[config.mk]
export PLATFORM = sky130hd
export DESIGN_NAME = lock_controller_flat
export DESIGN_NICKNAME = d
export VERILOG_FILES = /design/src/rtl/lock_pkg.sv /design/src/rtl/lock_controller_if.sv /design/src/rtl/lock_timer.sv /design/src/rtl/lock_controller.sv /design/src/flat_wrapper.sv
export SDC_FILE = /design/constraint.sdc
export NUM_CORES = 1
export LEC_CHECK = 0
export BUFFER_PORTS_ARGS = -buffer_cell sky130_fd_sc_hd__clkbuf_2
export CAP_MARGIN = 15
export CORE_ASPECT_RATIO = 0.5
export CORE_MARGIN = 1
export CORE_UTILIZATION = 45
export CTS_CLUSTER_SIZE = 10
export DETAILED_ROUTE_END_ITERATION = 12
export HOLD_SLACK_MARGIN = 0.05
export SLEW_MARGIN = 10
export SYNTH_ARGS = -nofsm -noshare
export SYNTH_HDL_FRONTEND = slang
export SYNTH_SLANG_ARGS = --single-unit
[constraint.sdc]
create_clock -name clk -period 3.5 [get_ports clk]
set_clock_uncertainty 0.2 [all_clocks]
set_input_delay 0.35 -clock clk [delete_from_list [all_inputs] [get_ports clk]]
set_output_delay 0.35 -clock clk [all_outputs]
set_load 0.1 [all_outputs]
[src/rtl/lock_pkg.sv]
// Shared encodings for the password-lock sequencer: internal FSM states,
// the 2-bit externally visible state code and the LED patterns.
package lock_pkg;

  localparam int unsigned SEC_W = 8;

  typedef enum logic [2:0] {
    ST_WAITING  = 3'd0,
    ST_EDITING  = 3'd1,
    ST_CHECK    = 3'd2,
    ST_UNLOCKED = 3'd3,
    ST_ALARMING = 3'd4
  } state_e;

  typedef enum logic [1:0] {
    EXT_WAITING  = 2'b00,
    EXT_EDITING  = 2'b01,
    EXT_UNLOCKED = 2'b10,
    EXT_ALARMING = 2'b11
  } ext_state_e;

  localparam logic [3:0] LED_WAITING = 4'b0001;
  localparam logic [3:0] LED_EDITING = 4'b0011;
  localparam logic [3:0] LED_ON      = 4'b1111;

  // CHECK is reported as EDITING to the outside world
  function automatic ext_state_e to_ext(state_e s);
    case (s)
      ST_EDITING, ST_CHECK: return EXT_EDITING;
      ST_UNLOCKED:          return EXT_UNLOCKED;
      ST_ALARMING:          return EXT_ALARMING;
      default:              return EXT_WAITING;
    endcase
  endfunction

endpackage

[src/rtl/lock_controller_if.sv]
// Pulse/level bundle between the debounced front end, the password datapath
// and the lock sequencer.
interface lock_controller_if;
  logic       identity;
  logic       edit_toggle;
  logic       digit_loaded;
  logic       ok_pulse;
  logic       admin_clear;
  logic       check_valid;
  logic       check_match;
  logic [1:0] state_out;
  logic       check_req;
  logic       pswd_we;
  logic       clear_entry;
  logic [1:0] err_count;
  logic [3:0] leds;

  modport master (
    output identity, edit_toggle, digit_loaded, ok_pulse, admin_clear,
           check_valid, check_match,
    input  state_out, check_req, pswd_we, clear_entry, err_count, leds
  );

  modport slave (
    input  identity, edit_toggle, digit_loaded, ok_pulse, admin_clear,
           check_valid, check_match,
    output state_out, check_req, pswd_we, clear_entry, err_count, leds
  );
endinterface

[src/rtl/lock_timer.sv]
// Free-running 1-s prescaler with a loadable seconds down-counter; load restarts
// the prescaler so a timeout lands exactly T*TICK_DIV cycles after the load edge.
module lock_timer import lock_pkg::*; #(
  parameter int unsigned TICK_DIV = 50_000_000
) (
  input  logic             clk,
  input  logic             rst,
  input  logic             load,
  input  logic [SEC_W-1:0] load_val,
  input  logic             freeze,
  output logic             sec_strobe,
  output logic             half_strobe,
  output logic             timeout
);

  localparam int unsigned PW = (TICK_DIV > 1) ? $clog2(TICK_DIV) : 1;
  localparam logic [PW-1:0] LAST      = PW'(TICK_DIV - 1);
  localparam logic [PW-1:0] HALF_LAST = PW'(TICK_DIV / 2 - 1);

  logic [PW-1:0]    presc_q;
  logic [SEC_W-1:0] secs_q;

  assign sec_strobe  = !freeze && (presc_q == LAST);
  assign half_strobe = !freeze && (presc_q == HALF_LAST);
  assign timeout     = sec_strobe && (secs_q == SEC_W'(1));

  always_ff @(posedge clk) begin
    if (rst) begin
      presc_q <= '0;
      secs_q  <= '0;
    end else if (load) begin
      presc_q <= '0;
      secs_q  <= load_val;
    end else if (!freeze) begin
      presc_q <= sec_strobe ? '0 : presc_q + 1'b1;
      if (sec_strobe && (secs_q != '0))
        secs_q <= secs_q - 1'b1;
    end
  end

endmodule

[src/rtl/lock_controller.sv]
// Password-lock sequencer: WAITING/EDITING/CHECK/UNLOCKED/ALARMING FSM with
// edit/unlock timeouts, wrong-attempt counter and LED pattern; all outputs registered.
module lock_controller import lock_pkg::*; #(
  parameter int unsigned TICK_DIV         = 50_000_000,
  parameter int unsigned EDIT_TIMEOUT_S   = 10,
  parameter int unsigned UNLOCK_TIMEOUT_S = 20,
  parameter int unsigned MAX_ERRORS       = 3
) (
  input  logic              clk,
  input  logic              rst,
  lock_controller_if.slave  bus
);

  state_e           state_q, state_d;
  ext_state_e       state_out_q, state_out_d;
  logic [3:0]       leds_q, leds_d;
  logic [1:0]       err_q, err_d;
  logic             clr_q, clr_d, req_q, req_d, we_q, we_d;

  logic             tmr_load;
  logic [SEC_W-1:0] tmr_val;
  logic             tmr_freeze, sec_strobe, half_strobe, timeout;

  assign tmr_freeze = (state_q == ST_CHECK);

  lock_timer #(.TICK_DIV(TICK_DIV)) u_timer (
    .clk        (clk),
    .rst        (rst),
    .load       (tmr_load),
    .load_val   (tmr_val),
    .freeze     (tmr_freeze),
    .sec_strobe (sec_strobe),
    .half_strobe(half_strobe),
    .timeout    (timeout)
  );

  always_ff @(posedge clk) begin
    if (rst) begin
      state_q     <= ST_WAITING;
      state_out_q <= EXT_WAITING;
      leds_q      <= LED_WAITING;
      err_q       <= '0;
      clr_q       <= 1'b0;
      req_q       <= 1'b0;
      we_q        <= 1'b0;
    end else begin
      state_q     <= state_d;
      state_out_q <= state_out_d;
      leds_q      <= leds_d;
      err_q       <= err_d;
      clr_q       <= clr_d;
      req_q       <= req_d;
      we_q        <= we_d;
    end
  end

  always_comb begin
    state_d  = state_q;
    err_d    = err_q;
    clr_d    = 1'b0;
    req_d    = 1'b0;
    we_d     = 1'b0;
    tmr_load = 1'b0;
    tmr_val  = '0;
    case (state_q)
      ST_WAITING: begin
        if (bus.edit_toggle) begin
          state_d  = ST_EDITING;
          clr_d    = 1'b1;
          tmr_load = 1'b1;
          tmr_val  = SEC_W'(EDIT_TIMEOUT_S);
        end
      end
      ST_EDITING: begin
        if (bus.ok_pulse) begin
          if (!bus.identity) begin
            state_d = ST_WAITING;
            we_d    = 1'b1;
            clr_d   = 1'b1;
          end else begin
            state_d = ST_CHECK;
            req_d   = 1'b1;
          end
        end else if (bus.digit_loaded) begin
          tmr_load = 1'b1;
          tmr_val  = SEC_W'(EDIT_TIMEOUT_S);
        end else if (timeout) begin
          state_d = ST_WAITING;
          clr_d   = 1'b1;
        end
      end
      ST_CHECK: begin
        if (bus.check_valid) begin
          if (bus.check_match) begin
            state_d  = ST_UNLOCKED;
            err_d    = '0;
            tmr_load = 1'b1;
            tmr_val  = SEC_W'(UNLOCK_TIMEOUT_S);
          end else begin
            err_d = (err_q == 2'd3) ? 2'd3 : err_q + 2'd1;
            if (err_d == 2'(MAX_ERRORS)) begin
              // load of 0 only restarts the prescaler so the LED blink phase begins on entry
              state_d  = ST_ALARMING;
              tmr_load = 1'b1;
            end else begin
              state_d  = ST_EDITING;
              clr_d    = 1'b1;
              tmr_load = 1'b1;
              tmr_val  = SEC_W'(EDIT_TIMEOUT_S);
            end
          end
        end
      end
      ST_UNLOCKED: begin
        if (bus.ok_pulse || timeout) begin
          state_d = ST_WAITING;
          clr_d   = 1'b1;
        end
      end
      ST_ALARMING: begin
        if (bus.admin_clear) begin
          state_d = ST_WAITING;
          err_d   = '0;
          clr_d   = 1'b1;
        end
      end
      default: state_d = ST_WAITING;
    endcase
    // park the seconds counter whenever the lock goes idle
    if (state_d == ST_WAITING && state_q != ST_WAITING) begin
      tmr_load = 1'b1;
      tmr_val  = '0;
    end
  end

  always_comb begin
    state_out_d = to_ext(state_d);
    leds_d      = LED_WAITING;
    case (state_d)
      ST_EDITING, ST_CHECK: leds_d = LED_EDITING;
      ST_UNLOCKED:          leds_d = LED_ON;
      ST_ALARMING: begin
        if (state_q != ST_ALARMING)
          leds_d = LED_ON;
        else if (half_strobe || sec_strobe)
          leds_d = ~leds_q;
        else
          leds_d = leds_q;
      end
      default:              leds_d = LED_WAITING;
    endcase
  end

  assign bus.state_out   = state_out_q;
  assign bus.leds        = leds_q;
  assign bus.err_count   = err_q;
  assign bus.clear_entry = clr_q;
  assign bus.check_req   = req_q;
  assign bus.pswd_we     = we_q;

endmodule

[src/flat_wrapper.sv]
// flat-port wrapper written by rule: the top's interface ports become plain ports
module lock_controller_flat import lock_pkg::*;
#(
  parameter int unsigned TICK_DIV         = 50_000_000,
  parameter int unsigned EDIT_TIMEOUT_S   = 10,
  parameter int unsigned UNLOCK_TIMEOUT_S = 20,
  parameter int unsigned MAX_ERRORS       = 3
)
  (clk, rst, bus_identity, bus_edit_toggle, bus_digit_loaded, bus_ok_pulse, bus_admin_clear, bus_check_valid, bus_check_match, bus_state_out, bus_check_req, bus_pswd_we, bus_clear_entry, bus_err_count, bus_leds);
  lock_controller_if bus_i ();
  input  logic clk;
  input  logic rst;
  input wire logic [$bits(bus_i.identity)-1:0] bus_identity;
  input wire logic [$bits(bus_i.edit_toggle)-1:0] bus_edit_toggle;
  input wire logic [$bits(bus_i.digit_loaded)-1:0] bus_digit_loaded;
  input wire logic [$bits(bus_i.ok_pulse)-1:0] bus_ok_pulse;
  input wire logic [$bits(bus_i.admin_clear)-1:0] bus_admin_clear;
  input wire logic [$bits(bus_i.check_valid)-1:0] bus_check_valid;
  input wire logic [$bits(bus_i.check_match)-1:0] bus_check_match;
  output wire logic [$bits(bus_i.state_out)-1:0] bus_state_out;
  output wire logic [$bits(bus_i.check_req)-1:0] bus_check_req;
  output wire logic [$bits(bus_i.pswd_we)-1:0] bus_pswd_we;
  output wire logic [$bits(bus_i.clear_entry)-1:0] bus_clear_entry;
  output wire logic [$bits(bus_i.err_count)-1:0] bus_err_count;
  output wire logic [$bits(bus_i.leds)-1:0] bus_leds;
  assign bus_i.identity = bus_identity;
  assign bus_i.edit_toggle = bus_edit_toggle;
  assign bus_i.digit_loaded = bus_digit_loaded;
  assign bus_i.ok_pulse = bus_ok_pulse;
  assign bus_i.admin_clear = bus_admin_clear;
  assign bus_i.check_valid = bus_check_valid;
  assign bus_i.check_match = bus_check_match;
  assign bus_state_out = bus_i.state_out;
  assign bus_check_req = bus_i.check_req;
  assign bus_pswd_we = bus_i.pswd_we;
  assign bus_clear_entry = bus_i.clear_entry;
  assign bus_err_count = bus_i.err_count;
  assign bus_leds = bus_i.leds;
  lock_controller #(.TICK_DIV(TICK_DIV), .EDIT_TIMEOUT_S(EDIT_TIMEOUT_S), .UNLOCK_TIMEOUT_S(UNLOCK_TIMEOUT_S), .MAX_ERRORS(MAX_ERRORS)) u_core (.clk(clk), .rst(rst), .bus(bus_i));
endmodule
==> results of run 1 <==
[report_power, final]
part           internal [W]  switching [W]  leakage, nW  total, W
Sequential         0.000559      0.0000130        0.389  0.000572
Clock              0.000160       0.000196       0.0434  0.000356
Combinational     0.0000491       0.000100        0.565  0.000149
[through the flow]
stage	hold WS (ps)	setup slack, ps	cell area, µm²
floorplan	228.1	763.5	2525
global route	199.2	316.5	2799
CTS	168.0	446.0	2799
detailed placement	261.7	459.0	2691
global placement	254.9	486.5	2691
finish	183.5	456.8	2799
[area by class of cell]
cell class / count / area (µm²) / share of cell area [%]
Multi-Input combinational cell: 234 / 1461 / 52.21
Clock buffer: 6 / 82.58 / 2.950
Inverter: 11 / 41.29 / 1.475
Timing Repair Buffer: 26 / 150.1 / 5.364
Clock inverter: 2 / 15.01 / 0.5364
Tap cell: 70 / 87.58 / 3.129
Sequential cell: 48 / 960.9 / 34.33
[state kept, by name, summed over array words and instances, names as in the netlist]
name / flops
u_core.bus.check_req: 1
u_core.bus.clear_entry: 1
u_core.bus.state_out: 2
u_core.u_timer.presc_q: 26
u_core.state_q: 3
u_core.bus.pswd_we: 1
u_core.bus.err_count: 2
u_core.bus.leds: 4
u_core.u_timer.secs_q: 8
[placed cells by master, fill, tap and decap left out, types with 2 or more instances in the layout]
master and n:
a211o_1 2, a21oi_1 16, a311oi_1 2, a31oi_1 3, and2_1 3, and3_1 4, and3_2 2, buf_4 6
clkbuf_2 19, clkbuf_8 6, clkinvlp_4 2, dfxtp_1 48, ha_1 4, inv_1 11, nand2_1 22, nand2b_1 9
nand3_1 12, nand3b_1 2, nand4_1 5, nand4b_1 2, nand4bb_1 3, nor2_1 43, nor2_2 11, nor2b_1 3
nor3_1 10, nor3b_1 5, nor4_1 5, nor4b_1 3, o21a_1 3, o21ai_0 6, o22ai_1 4, or2_2 3
or3_1 2, xnor2_1 13, xor2_1 16
[critical path: stages (launching register included)]
cell and delay [ps]:
dfxtp_1 360, nand4bb_1 210, or4b_4 570, or3_4 400
a211o_1 330, o211ai_4 320, nand2b_1 150, buf_4 300
nor2_1 90
[path summary, 6_finish.rpt]
check                                                             start                                       to  slack [ps]  depth (start not counted)
worst min register to register          u_core.bus.leds[2]$_SDFFE_PP0P_          u_core.bus.leds[2]$_SDFFE_PP0P_         270                          2
worst min-delay path                                       bus_ok_pulse            u_core.bus.pswd_we$_SDFF_PP0_         180                          3
worst max register to register  u_core.u_timer.presc_q[18]$_SDFFE_PP0N_  u_core.u_timer.presc_q[23]$_SDFFE_PP0N_         460                          8
worst max-delay path            u_core.u_timer.presc_q[18]$_SDFFE_PP0N_  u_core.u_timer.presc_q[23]$_SDFFE_PP0N_         460                          8
[cells by family (layout without fill, tap and decap cells)]
logic type,after synthesis,in the layout,synth area share (%)
flip-flops,48,48,38.06
XOR/XNOR,29,29,10.06
multiplexers,2,2,0.8424
AO/OA/AOI/OAI,44,44,11.70
AND/OR/NAND/NOR,155,155,33.30
adder cells (fa/ha/maj),4,4,1.982
buffers and inverters,19,45,4.063
[per-layer routing]
metal	wire (µm)	up-vias	track usage, %
met3	218	12	5.621
met5	0	-	0
met1	2908	997	26.81
li1	-	1098	-
met2	2160	42	32.37
met4	68	0	5.479
==> results.tsv, run 1 <==
stage	metric	value	unit
sta	slew_headroom	41.75	%
clocking	cts-root-buf	clkbuf_8	
sta	hold_viol_final	0	
synth	synthFlopType	dfxtp_1	
sta	report.final.setup_viol	0	
final_layout	stdcell_count	397	
sta	tns	0	ps
floorplan	ioPinCount	20	
sta	min_period_over_period	86.95	%
clocking	post-cts-setup-buffers	0	
job	drv_cap	0	
final_layout	antenna_cells	0	
clocking	cts_inserted_buffers	5	
final_layout	drive_above_1_share	18.04	%
synth	synth-seq-cells	48	
routing	num_vias	2149	
clocking	clock_path_buffers	2	
global_routing	grt_pass1_vias	1878	
setup_path	critPathRequiredTime	3500	ps
floorplan	std_cell_rows	18	
place	dpl.hpwl	3918	µm
clocking	post_cts_resized	0	
sta	rsz0062_at_grt	no	
worst_hold_path	min_path_type	input port to flip-flop	
global_routing	grt_pass1_wl	8983	µm
power_and_ir_drop	cellPowerDensity	385.2	nW/µm²
synth	ys_seq_area_share	38.06	%
floorplan	die_w	107.9	µm
sta	tightest_slew	867.9	ps
clocking	cts_hold_buf	1	
routing	dr.pass1.iters	5	
power_and_ir_drop	ir_drop	0.2453	mV
floorplan	die_h	54.97	µm
setup_path	cp_max_fo	24	
clocking	cts_sinks	48	
clocking	h-tree-depth	2	
clocking	cts_tree	yes	
synth	syn_area	2525	µm²
synth	avgSynthCellArea	8.388	µm²
routing	vias_per_cell	5.413	
place	post-place-cells	388	
global_routing	track_usage	20.08	%
floorplan	dieArea	5933	µm²
sta	period_needed	3043	ps
final_layout	nFillCells	493	
clocking	clk-insertion-delay-late	310	ps
floorplan	start_util	48.96	%
outcome	status	complete, no violations	
routing	antenna_left	0	
sta	fmax	328.6	MHz
power_and_ir_drop	leakagePower	0.9972	nW
synth	ys_types	50	
place	io_buffer_count	19	
routing	drcViolationCount	0	
final_layout	utilization	54.27	%
synth	synth_top_area_cell	dfxtp_1	
final_layout	fin_nets	339	
routing	drt_iter0_markers	87	
setup_path	critPathLaunchType	flip-flop	
synth	synth-edff-count	0	
power_and_ir_drop	p_total	0.001078	W
setup_path	end_kind	flip-flop	
global_routing	grt-ovfl-total	0	
setup_path	cp.arrival	3040	ps
synth	synthArstFlopShare	0	%
final_layout	syn_to_final_growth	10.85	%
routing	wl_per_cell	13.49	µm
floorplan	core_area	5157	µm²
synth	yosys_warnings	0	
synth	synthCells	301	
synth	yosysTopAreaCellShare	38.06	%
setup_path	crit_type	flip-flop to flip-flop	
clocking	path_clk_slew	90	ps
synth	yosys.cell_count.top_type	dfxtp_1	
global_routing	antenna_found_initial	0	
synth	ys_top_cells_by_area	dfxtp_1 (38%), nor2_1 (6.4%), xor2_1 (5.6%)	
sta	maxSlewViolCount	0	
synth	synth_nets	314	
synth	synthTopCellsByCount	dfxtp_1 (48), nor2_1 (43), nand2_1 (22)	
global_routing	grt_max_degree	25	
place	routabilityCongestion	0.8298	
routing	drt_wl_total	5355	µm
No activity file was read; power rests on OpenSTA's default activity.
==> run 2: changes to the inputs <==
==> constraint.sdc (replaced) <==
create_clock -name clk -period 3.5 [get_ports clk]
set_clock_uncertainty 0.2 [all_clocks]
set_input_delay 1.05 -clock clk [delete_from_list [all_inputs] [get_ports clk]]
set_output_delay 1.05 -clock clk [all_outputs]
set_load 0.1 [all_outputs]
==> run 2 against run 1 <==
- first-iteration DRC count up 2.3%
- count of clock-buffer cells in the layout unchanged
- global-route usage down 0.69 points
- core utilization down 0.36 points
- non-clock buffer count down 2
==> results.tsv, run 2 (same netlist as run 1, synthesis figures left out) <==
stage	metric	value	unit	change
outcome	status	complete, no violations		
sta	maxSlewViolCount	0		unchanged
final_layout	drive_above_1_share	17.85	%	-0.20 points
worst_hold_path	min_to	u_core.bus.leds[2]$_SDFFE_PP0P_		
sta	period_needed	3024	ps	-19.61 ps
floorplan	ioPinCount	20		unchanged
final_layout	fin_nets	337		-0.59%
routing	num_vias	2138		-0.51%
global_routing	grt-ovfl-total	0		unchanged
clocking	path_clk_slew	90	ps	about the same
power_and_ir_drop	cellPowerDensity	388.2	nW/µm²	+0.78%
final_layout	nFillCells	486		-1.4%
clocking	clk-insertion-delay-late	300	ps	about the same
final_layout	syn_to_final_growth	10.11	%	
setup_path	end_kind	flip-flop		
routing	drcViolationCount	0		unchanged
sta	min_period_over_period	86.39	%	-0.56 points
setup_path	critPathLaunchType	flip-flop		
setup_path	crit_type	flip-flop to flip-flop		
clocking	post_cts_resized	0		unchanged
power_and_ir_drop	leakagePower	0.9957	nW	-0.15%
routing	antenna_left	0		unchanged
routing	drt_iter0_markers	89		+2.3%
clocking	post-cts-setup-buffers	0		unchanged
setup_path	critPathRequiredTime	3490	ps	about the same
job	drv_cap	0		unchanged
floorplan	core_area	5157	µm²	unchanged
power_and_ir_drop	power.share.clock	33.3	%	+0.2 points
final_layout	regMostFlops	u_core.u_timer.presc_q		
global_routing	grt_max_degree	25		unchanged
place	pre_cts_ws	425.1	ps	-33.85 ps
clocking	cts_inserted_buffers	5		unchanged
sta	tightest_slew	879.0	ps	+11.05 ps
place	io_buffer_count	19		unchanged
sta	tns	0	ps	unchanged
sta	rsz0062_at_grt	no		
clocking	h-tree-depth	2		unchanged
sta	fmax	330.7	MHz	+0.65%
power_and_ir_drop	power.net_switching	0.0003096	W	about the same
sta	final.setup.worst_slack	476.4	ps	+19.61 ps
setup_path	reg2regPathDepth	8		unchanged
clocking	cts_tree	yes		
setup_path	cp.arrival	3010	ps	-30 ps
place	dpl.hpwl	3774	µm	-3.7%
power_and_ir_drop	p_int	0.0007696	W	+0.15%
routing	vias_per_cell	5.413		about the same
sta	report.final.setup_viol	0		unchanged
routing	drt_wl_total	5107	µm	-4.6%
final_layout	final_common_cell	dfxtp_1		
clocking	clock_path_buffers	2		unchanged
final_layout	final_cell_mix	dfxtp_1 (48), nor2_1 (43), nand2_1 (22), clkbuf_2 (19)		
final_layout	regArea	960.9	µm²	unchanged
worst_hold_path	min_path_cells	2		-1
global_routing	grt_pass1_wl	8811	µm	-1.9%
power_and_ir_drop	power_switching_share	28.69	%	-0.030 points
worst_hold_path	hp-start	u_core.bus.leds[2]$_SDFFE_PP0P_		
routing	wl_per_cell	12.93	µm	-4.1%
setup_path	reg2reg_from	u_core.u_timer.presc_q[4]$_SDFFE_PP0N_		
sta	hold_viol_final	0		unchanged
routing	dr.pass1.iters	4		-1
final_layout	largest_reg_flops	26		unchanged
power_and_ir_drop	ir_drop	0.1886	mV	-23%
power_and_ir_drop	power_frac_comb	13.7	%	-0.2 points
setup_path	cp_max_fo	24		unchanged
global_routing	grt_pass1_vias	1876		-0.11%
setup_path	reg2reg_slack	480	ps	+20 ps
place	routabilityCongestion	0.8708		+4.9%
setup_path	r2r_end	u_core.u_timer.presc_q[18]$_SDFFE_PP0N_		
final_layout	multi_input_area	1461	µm²	unchanged
global_routing	track_usage	19.39	%	-0.69 points
floorplan	dieArea	5933	µm²	unchanged
floorplan	start_util	48.96	%	unchanged
sta	slew_headroom	41.00	%	-0.74 points
global_routing	antenna_found_initial	0		unchanged
clocking	cts_sinks	48		unchanged
final_layout	antenna_cells	0		unchanged
floorplan	die_h	54.97	µm	unchanged
clocking	cts_hold_buf	0		-1
floorplan	die_w	107.9	µm	unchanged
clocking	cts-root-buf	clkbuf_8		
power_and_ir_drop	power_frac_seq	53.0	%	about the same
floorplan	std_cell_rows	18		unchanged
worst_hold_path	min_path_type	flip-flop to flip-flop		
[run 2: cell count changes in the layout (fill, tap and decap cells not counted)]
| cell | previous run | this run |
|---|---|---|
| clkinvlp_4 | 2 | 0 |
| buf_4 | 6 | 5 |
| clkinv_2 | 0 | 1 |
| dlygate4sd3_1 | 1 | 0 |
| inv_6 | 0 | 1 |
[run 2: cell type report]
cell class	count	area share, %
Tap cell	70	3.150
Timing Repair Buffer	24	4.770
Inverter	11	1.485
Multi-Input combinational cell	234	52.57
Clock inverter	2	0.4950
Clock buffer	6	2.970
Sequential cell	48	34.56
[run 2: power by group through the flow]
stage                     Sequential (W)  Clock, W  Combinational (W)
after floorplan                 0.000611         0          0.0000949
after global placement          0.000584         0           0.000146
after detailed placement        0.000585         0           0.000146
after CTS                       0.000572  0.000369           0.000147
after global routing            0.000575  0.000391           0.000163
final                           0.000573  0.000359           0.000148
[run 2: worst max path at each step]
stage | startpoint | endpoint | slack, ps | cells past startpoint
global placement | bus_check_match | u_core.u_timer.presc_q[18]$_SDFFE_PP0N_ | 440 | 9
CTS | u_core.u_timer.presc_q[4]$_SDFFE_PP0N_ | u_core.u_timer.presc_q[18]$_SDFFE_PP0N_ | 480 | 8
floorplan | u_core.bus.err_count[1]$_SDFFE_PP0P_ | u_core.u_timer.presc_q[7]$_SDFFE_PP0N_ | 760 | 9
detailed placement | bus_check_match | u_core.u_timer.presc_q[22]$_SDFFE_PP0N_ | 430 | 9
finish | u_core.u_timer.presc_q[4]$_SDFFE_PP0N_ | u_core.u_timer.presc_q[18]$_SDFFE_PP0N_ | 480 | 8
global route | u_core.u_timer.presc_q[15]$_SDFFE_PP0N_ | u_core.u_timer.presc_q[19]$_SDFFE_PP0N_ | 320 | 8
[run 2: worst max-delay path, cell delays in order, from the launching register on]
cell and delay, ps:
dfxtp_1 390, and3_2 240, or4b_4 510, or3_4 400, a211o_1 320, o211ai_4 300, nand2b_1 150, buf_4 300
nor2_1 90
[run 2: per-layer routing]
metal	track usage [%]	vias to the layer above	routed length, µm
met5	0	-	0
met4	3.653	0	23
met3	4.567	4	246
met2	30.77	39	2164
met1	27.29	1005	2672
li1	-	1090	-
[run 2: per-stage QoR]
stage                     cell area, µm²  std cells  util [%]  hold slack [ps]   power, W
after detailed placement            2684        387     52.04            263.9  0.0007311
after floorplan                     2525        301         -            262.5  0.0007058
after CTS                           2780        395     53.91            278.9   0.001088
after global placement              2684        387     52.04            254.3  0.0007298
final                               2780        395     53.91            271.0   0.001079
after global routing                2780        395     53.91            321.9   0.001129
